File: config.mk
export PLATFORM = sky130hd
export DESIGN_NAME = uvma_mstream_arb
export DESIGN_NICKNAME = d
export VERILOG_FILES = /design/src/rtl/uvma_mstream_arb.sv
export SDC_FILE = /design/constraint.sdc
export NUM_CORES = 1
export LEC_CHECK = 0
export CAP_MARGIN = 20
export CORE_MARGIN = 8
export CORE_UTILIZATION = 25
export CTS_CLUSTER_DIAMETER = 50
export DETAILED_ROUTE_END_ITERATION = 16
export PLACE_DENSITY = 0.64
export SLEW_MARGIN = 25
export SYNTH_ARGS = -nofsm -noshare
export SYNTH_HDL_FRONTEND = slang
export SYNTH_SLANG_ARGS = --single-unit
File: constraint.sdc
create_clock -name sys_clk -period 5.1 [get_ports sys_clk]
set_input_delay 0.51 -clock sys_clk [delete_from_list [all_inputs] [get_ports sys_clk]]
set_output_delay 0.51 -clock sys_clk [all_outputs]
set_load 0.005 [all_outputs]
File: src/rtl/uvma_mstream_arb.sv
// Matrix-granular round-robin arbiter: N_REQ mstream sources share one registered output port.
// A grant is held from the first beat to the eom beat. A stall watchdog drops a source that stays idle too long mid-matrix.
module uvma_mstream_arb #(
  parameter int N_REQ          = 4,
  parameter int DATA_WIDTH     = 32,
  parameter int TIMEOUT_CYCLES = 256
) (
  input  logic                          sys_clk,
  input  logic                          reset,
  input  logic [N_REQ-1:0]              req_vld,
  output logic [N_REQ-1:0]              req_rdy,
  input  logic [N_REQ*DATA_WIDTH-1:0]   req_data,
  input  logic [N_REQ-1:0]              req_eom,
  output logic                          out_vld,
  input  logic                          out_rdy,
  output logic [DATA_WIDTH-1:0]         out_data,
  output logic                          out_eom,
  output logic [$clog2(N_REQ)-1:0]      out_src,
  output logic                          busy,
  output logic                          err_timeout,
  output logic [$clog2(N_REQ)-1:0]      err_src,
  input  logic                          err_clr,
  output logic [15:0]                   mtx_count
);

  localparam int SW = $clog2(N_REQ);
  localparam int CW = (TIMEOUT_CYCLES > 1) ? $clog2(TIMEOUT_CYCLES) : 1;
  localparam bit WDOG_EN = (TIMEOUT_CYCLES > 0);
  localparam logic [CW-1:0] STALL_LAST = CW'((TIMEOUT_CYCLES > 0) ? TIMEOUT_CYCLES - 1 : 0);

  typedef enum logic [0:0] {
    ST_IDLE   = 1'b0,
    ST_LOCKED = 1'b1
  } state_e;

  state_e                state_q, state_d;
  logic [SW-1:0]         grant_q, grant_d;
  logic [SW-1:0]         last_grant_q, last_grant_d;
  logic                  out_vld_q, out_vld_d;
  logic [DATA_WIDTH-1:0] out_data_q, out_data_d;
  logic                  out_eom_q, out_eom_d;
  logic [SW-1:0]         out_src_q, out_src_d;
  logic                  err_timeout_q, err_timeout_d;
  logic [SW-1:0]         err_src_q, err_src_d;
  logic [15:0]           mtx_count_q, mtx_count_d;
  logic [CW-1:0]         stall_cnt_q, stall_cnt_d;

  logic                  sel_vld_s;
  logic                  sel_eom_s;
  logic [DATA_WIDTH-1:0] sel_data_s;
  logic                  rr_found_s;
  logic [SW-1:0]         rr_pick_s;
  int                    rr_best_s;
  logic                  out_free_s;
  logic                  accept_s;
  logic                  timeout_s;

  // Select the granted source's valid, eom and data.
  always_comb begin
    sel_vld_s  = 1'b0;
    sel_eom_s  = 1'b0;
    sel_data_s = '0;
    for (int i = 0; i < N_REQ; i++) begin
      sel_vld_s  = sel_vld_s | ((grant_q == SW'(i)) & req_vld[i]);
      sel_eom_s  = sel_eom_s | ((grant_q == SW'(i)) & req_eom[i]);
      sel_data_s = sel_data_s | ({DATA_WIDTH{grant_q == SW'(i)}} & req_data[i*DATA_WIDTH +: DATA_WIDTH]);
    end
  end

  // Round-robin pick: smallest distance past last_grant among the requesting sources.
  always_comb begin
    rr_found_s = |req_vld;
    rr_pick_s  = '0;
    rr_best_s  = N_REQ;
    for (int i = 0; i < N_REQ; i++) begin
      if (req_vld[i] && (((i + N_REQ - 1 - int'(last_grant_q)) % N_REQ) < rr_best_s)) begin
        rr_best_s = (i + N_REQ - 1 - int'(last_grant_q)) % N_REQ;
        rr_pick_s = SW'(i);
      end else begin
        rr_best_s = rr_best_s;
      end
    end
  end

  assign out_free_s = !out_vld_q || out_rdy;
  assign accept_s   = (state_q == ST_LOCKED) && sel_vld_s && out_free_s;
  assign timeout_s  = WDOG_EN && (state_q == ST_LOCKED) && !sel_vld_s && (stall_cnt_q == STALL_LAST);

  // Ready is given only to the locked source, and only when the output register can take a beat.
  always_comb begin
    req_rdy = '0;
    for (int i = 0; i < N_REQ; i++) begin
      req_rdy[i] = (state_q == ST_LOCKED) && (grant_q == SW'(i)) && out_free_s;
    end
  end

  // Next-state: arbitration FSM, watchdog, output register, error flag and matrix counter.
  always_comb begin
    state_d       = state_q;
    grant_d       = grant_q;
    last_grant_d  = last_grant_q;
    out_vld_d     = out_vld_q;
    out_data_d    = out_data_q;
    out_eom_d     = out_eom_q;
    out_src_d     = out_src_q;
    err_timeout_d = err_timeout_q;
    err_src_d     = err_src_q;
    mtx_count_d   = mtx_count_q;
    stall_cnt_d   = stall_cnt_q;

    case (state_q)
      ST_IDLE: begin
        stall_cnt_d = '0;
        if (rr_found_s) begin
          state_d = ST_LOCKED;
          grant_d = rr_pick_s;
        end else begin
          state_d = ST_IDLE;
        end
      end
      ST_LOCKED: begin
        if (accept_s) begin
          stall_cnt_d = '0;
          if (sel_eom_s) begin
            state_d      = ST_IDLE;
            last_grant_d = grant_q;
            mtx_count_d  = mtx_count_q + 16'd1;
          end else begin
            state_d = ST_LOCKED;
          end
        end else if (timeout_s) begin
          state_d      = ST_IDLE;
          last_grant_d = grant_q;
          stall_cnt_d  = '0;
        end else if (sel_vld_s) begin
          stall_cnt_d = '0;
        end else begin
          stall_cnt_d = stall_cnt_q + CW'(1);
        end
      end
      default: begin
        state_d = ST_IDLE;
      end
    endcase

    if (accept_s) begin
      out_vld_d  = 1'b1;
      out_data_d = sel_data_s;
      out_eom_d  = sel_eom_s;
      out_src_d  = grant_q;
    end else if (out_vld_q && out_rdy) begin
      out_vld_d = 1'b0;
    end else begin
      out_vld_d = out_vld_q;
    end

    // A timeout in the same cycle as err_clr keeps the flag set.
    if (timeout_s) begin
      err_timeout_d = 1'b1;
      err_src_d     = grant_q;
    end else if (err_clr) begin
      err_timeout_d = 1'b0;
    end else begin
      err_timeout_d = err_timeout_q;
    end
  end

  // State and output registers.
  always_ff @(posedge sys_clk or posedge reset) begin
    if (reset) begin
      state_q       <= ST_IDLE;
      grant_q       <= '0;
      last_grant_q  <= SW'(N_REQ - 1);
      out_vld_q     <= 1'b0;
      out_data_q    <= '0;
      out_eom_q     <= 1'b0;
      out_src_q     <= '0;
      err_timeout_q <= 1'b0;
      err_src_q     <= '0;
      mtx_count_q   <= 16'd0;
      stall_cnt_q   <= '0;
    end else begin
      state_q       <= state_d;
      grant_q       <= grant_d;
      last_grant_q  <= last_grant_d;
      out_vld_q     <= out_vld_d;
      out_data_q    <= out_data_d;
      out_eom_q     <= out_eom_d;
      out_src_q     <= out_src_d;
      err_timeout_q <= err_timeout_d;
      err_src_q     <= err_src_d;
      mtx_count_q   <= mtx_count_d;
      stall_cnt_q   <= stall_cnt_d;
    end
  end

  assign out_vld     = out_vld_q;
  assign out_data    = out_data_q;
  assign out_eom     = out_eom_q;
  assign out_src     = out_src_q;
  assign busy        = (state_q == ST_LOCKED);
  assign err_timeout = err_timeout_q;
  assign err_src     = err_src_q;
  assign mtx_count   = mtx_count_q;

endmodule

Yosys cells after proc, flatten, opt, wreduce, memory -nomap -nowiden
Cells that the tools add are included.
Cells by class
  $mul: 0
  equality and inequality tests: 5
  add/subtract/negate cells: 6
  mux-type cells: 22
  shift-type cells: 0
  order comparisons: 4
  bitwise logic cells: 26
  reduce and logical (&&, ||, !) cells: 32
  div/mod/pow operators: 0
Operators with widths (count)
  $and A32 B32 Y32: 4
  $lt A3 B32 Y1: 3
  $mux W32: 3
  $or A32 B32 Y32: 3
  $mux W8: 3
  $logic_and A1 B1 Y1: 17
  $add A16 B1 Y16 const B: 1
  $pmux W8 S2: 1
  $and A1 B1 Y1: 12
  $sub A3 B2 Y4 const A: 3
  $mux W2: 5
  $mux W1: 9
  $add A8 B1 Y8 const B: 1
  $eq A8 B8 Y1 const B: 1
  $reduce_or A2 Y1: 4
  $or A1 B1 Y1: 6
  $reduce_and A3 Y1: 2
  $reduce_bool A2 Y1: 3
  $eq A2 B2 Y1 const B: 2
  $lt A3 B4 Y1 const B: 1
  $reduce_or A4 Y1: 1
  $sub A2 B2 Y3 const A: 1
  $eq A2 B1 Y1 const B: 1
  $logic_not A1 Y1: 2
  6 further kinds: 6
Word-level totals
  output and inout bits: 60
  register bits: 68
  word-level logic and storage cells: 106
  memories: 0
  bits in read-only memories: 0
  memory bits (writable): 0
  input port bits: 140
  latch bits: 0

Depth between registers and ports, before layout
  word-level depth: 15
  depth in mapped cells: 15
  depth with buffers taken out: 15

Least setup slack after synthesis
No wires, ideal clock.
  path type: input-to-reg
  start: input port req_vld[0]
  end: register grant_q[1]
  setup time: 0.082 ns
  stages: 15
  buffers on the path: 1
  slack: 1.504 ns
  arrival time: 3.514 ns
  cells stage by stage: clkbuf_1 > nand2_1 > ha_1 > a21o_1 > a21o_1 > mux2_2 > ha_1 > o22ai_1 > a22oi_1 > mux2_2 > ha_1 > a21oi_1 > o21ai_0 > a41o_1 > a31oi_1
Between the ends
  cells in the longest elaborated chain, start to end: 11
Ends and longest elaborated chain
  start: declaration: line 10  | input logic [N_REQ-1:0] req_vld,
  $logic_and A1 B1 Y1: line 76  | if (req_vld[i] && (((i + N_REQ - 1 - int'(last_grant_q)) % N_REQ) < rr_best_s)) begin
  $mux W32: line 76
  $lt A3 B32 Y1: line 76
  $logic_and A1 B1 Y1: line 76
  $mux W32: line 76
  $lt A3 B32 Y1: line 76
  $logic_and A1 B1 Y1: line 76
  $mux W32: line 76
  $lt A3 B32 Y1: line 76
  $logic_and A1 B1 Y1: line 76
  $mux W2: line 76
  end signal: assignment: line 184  | grant_q <= grant_d;
  end: declaration: line 37  | logic [SW-1:0] grant_q, grant_d;
Several ways; a longest one is shown, not always the timed one.
A chain may end at the register's enable or synchronous reset.

Worst setup path after layout
Same ends and word-level chain as after synthesis.

==> summary.md <==
| Metric | Value |
|---|---|
| Final wirelength | `13500 um` |
| R2R setup slack | `1090 ps` |
| # IOs | `200` |
| WHS Path Cells | `1` |
| Final #Nets | `a little over 600` |
| Critical path fanouts, max | `9` |
| Initial antenna violation count | `1` |
| Post-CTS resize count | `0` |
| Syn. warnings | `0` |
| Number of global-route vias before repair | `approximately 3700` |
| Routed via count | `approximately 3200` |
| CP Class | `in -> reg` |
| DR pass1 iterations | `4` |
| H-tree level count | `3` |
| Global placement routability congestion | `0.780` |
| Yosys cell types | `39` |
| Synth Flop Type | `dfrtp_1` |
| Crit end category | `flip-flop` |
| Clk_skew | `7.17 ps` |
| Cell leakage power | `2.51 nW` |
| CP Cell Sequence | `clkdlybuf4s50_1 -> nand2_1 -> ha_1 -> a21o_1 -> a21o_1 -> mux2_2 -> ha_1 -> o22ai_1 -> a22oi_1 -> mux2_2 -> ha_1 -> a21oi_1 -> o21ai_0 -> a41o_1 -> a31oi_1` |
| Post-CTS Setup Bufs | `0` |
| Longest Clk Path Bufs | `2` |
| Finished Cell Area | `between 6000 and 7000 um2` |
| Tot GR Track Use | `14.4%` |
| Inserted Clock Buffers | `9` |
| Routed wire per std cell | `20.1 um` |
| CTS Hold Bufs | `0` |
| Clk Latency, worst-skew pair | `340 ps` |
| Mapped Area | `3780 um2` |
| Die width | `139 um` |
| Fmax | `247 MHz` |
| Worst path top cell family by delay | `compound AO/OA/AOI/OAI gates` |
| Power Density | `approximately 500 nW/um2` |
| Antenna viol nets, final | `0` |
| CP startpoint kind | `input port` |
| Layout cells sized above 1 | `20.7%` |
| DRC viols | `0` |
| Multi-input gate area | `1960 um2` |
| # clock sinks | `68` |
| Register Area | `1710 um2` |
| Slew Limit Fails | `0` |
| Cell mode on critical path | `ha_1` |
| CTS tree | `built` |
| First-pass GRT wire length | `21400 um` |
| Period utilisation layout | `79.4%` |
| Hold Vio Cnt, Final | `0` |
| EDFF count, synth | `0` |
| Grt ovf | `0` |
| Worst slew pin tran | `754 ps` |
| Final worst path period need | `a little over 4000 ps` |
| Critical-path top delay cell | `clkdlybuf4s50_1` |
| DIE AREA | `19300 um2` |
| PortBufs | `199` |
| Clock-pin slew on the worst setup and hold paths | `60 ps` |
| Hold_ws | `464 ps` |
| Max-cap violations | `0` |
| Area delta synth->final | `64.8%` |
| R2R cell count | `15` |
| Total power | `~3.1 mW` |
| Final setup fails | `0` |
| Async set-reset flop share out of synthesis | `100%` |
| Synthesized flop and latch total | `68` |
| Hold crit path type | `reg -> reg` |
| Final core occ | `41.6%` |
| CTS root buf | `clkbuf_16` |
| Max transition margin | `49.7%` |
| Routed vias/inst | `about 4.8` |
| Worst Path Buf+Inv | `1` |
| Critical path required time | `5360 ps` |
| Critical path startpoint | `req_vld[0]` |
| Max VDD drop | `285 uV` |
| Mean Syn Cell Area | `13.4 um2` |
| Syn nets | `426` |
| Hold path startpoint | `mtx_count[15]` |
| Core box area | `between 10000 and 15000 um2` |
| DP HPWL | `roughly 11000 um` |
| Outcome | `complete, no violations` |
| Initial core utilization | `25.2%` |
| Hold Path End | `mtx_count[15]` |
| RSZ-0062 raised after global routing | `no` |
| Largest net degree at the start of global routing | `42` |
| Worst R2R Start | `last_grant_q[0]` |
| CP arrival | `4310 ps` |
| Sequential share of the synthesized area | `45.1%` |
| Syn Inst Count | `281` |
| Initial DRC count | `109` |
| Setup tns final | `0 ps` |
| Reg2reg end | `grant_q[1]` |
| FILL cells | `1415` |
| Die Ht | `between 100 and 150 um` |
| Final antenna diode count | `0` |
| Post-DP Area | `approximately 6000 um2` |
| Max incr delay on CP | `about 630 ps` |
| Row count | `45` |
registers in the layout, indices dropped and copies added, names as in the netlist:
register      cells
busy              1
err_src           2
err_timeout       1
grant_q           2
last_grant_q      2
mtx_count        16
out_data         32
out_eom           1
out_src           2
out_vld           1
stall_cnt_q       8
worst reg2reg max path: stages (launching register included):
cell and delay (ps):
dfstp_2 580, xnor2_1 200, inv_1 110, ha_1 320, a21o_1 190, a21o_1 200, mux2_2 290, ha_1 280
o22ai_1 60, a22oi_1 360, mux2_2 390, ha_1 310, a21oi_1 140, o21ai_0 100, a41o_1 240, a31oi_1 160
cell families after synthesis:
logic type | count (synthesis) | synth area share (%)
xor gates and xnor gates | 21 | 4.87
buffers and inverters | 26 | 3.08
DFF | 68 | 45.1
and+or+nand+nor | 64 | 8.94
AOI/OAI and AO/OA | 22 | 3.91
adders and majority gates | 5 | 1.66
muxes | 75 | 32.4
stage by stage:
stage | worst slack (ps) | std cells
6_report | 1050 | 671
2_1_floorplan | 1500 | 281
3_3_place_gp | 986 | 655
4_1_cts | 1080 | 671
5_1_grt | 866 | 671
3_5_place_dp | 725 | 655
cell type report:
type / instances / area share [%]
well taps: 188 / 3.78
clock inverters: 5 / 0.442
inverters: 9 / 0.543
multi-input cells: 187 / 31.4
flip-flops and latches: 68 / 27.4
clock buffers: 11 / 3.90
repair buffers: 203 / 32.5
cell usage in the layout, fill, tap and decap left out, types with 2 or more instances in the layout:
cell type        count
and3_1               3
nor2_1               9
nand2_1             15
a21oi_1              2
xor2_1              13
or3_1                2
a21o_1               3
nor4_1               3
nor3_1              11
ha_1                 5
mux2_2              38
nand4_1              7
dfrtp_1             64
o21ai_0              8
mux4_2              34
clkinv_2             4
clkdlybuf4s50_1    199
dfstp_2              2
nand3_1              5
buf_4                4
inv_1                8
mux2i_1              2
nand2b_1             3
clkbuf_16            9
dfrtp_2              2
xnor2_1              8
a31oi_1              3
worst max path at each step:
| stage | to | slack [ps] | cells after the start |
|---|---|---|---|
| 2_1_floorplan | grant_q[1] | 1500 | 15 |
| 3_3_place_gp | grant_q[1] | 990 | 15 |
| 3_5_place_dp | grant_q[1] | 730 | 15 |
| 4_1_cts | grant_q[1] | 1080 | 15 |
| 5_1_grt | grant_q[1] | 870 | 15 |
| 6_report | grant_q[1] | 1050 | 15 |
Yosys cell counts (2+ instances only):
cell / instances / area, um2
nand2b_1: 3 / 18.8
nand3_1: 5 / 25.0
dfrtp_1: 66 / 1650
mux2_2: 38 / 428
nand2_1: 15 / 56.3
xnor2_1: 8 / 70.1
nand4_1: 7 / 43.8
a21oi_1: 2 / 10.0
mux4_2: 34 / 766
buf_2: 9 / 45.0
nor3_1: 11 / 55.1
xor2_1: 13 / 114
dfstp_2: 2 / 52.6
nor2_1: 9 / 33.8
and3_1: 3 / 18.8
or3_1: 2 / 12.5
mux2i_1: 2 / 20.0
a31oi_1: 3 / 18.8
o21ai_0: 8 / 40.0
a21o_1: 3 / 22.5
ha_1: 5 / 62.6
nor4_1: 3 / 18.8
clkbuf_1: 6 / 22.5
inv_1: 9 / 33.8
routing by layer:
layer | GRT usage, % | vias to the layer above | routed length [um]
met5 | 0 | - | 13
met2 | 25.4 | 106 | 7080
met3 | 4.58 | 23 | 779
met4 | 5.89 | 2 | 323
li1 | - | 1451 | -
met1 | 15.9 | 1616 | 5290
power by group:
group          leakage (nW)  switching [mW]  total (mW)  internal, mW
clock                 0.135           0.237       0.576         0.339
combinational          1.54           0.667        1.65         0.982
sequential            0.840           0.131       0.879         0.748
total                  2.51            1.04        3.10          2.07
Note: power is estimated with default switching activity, not from simulation.
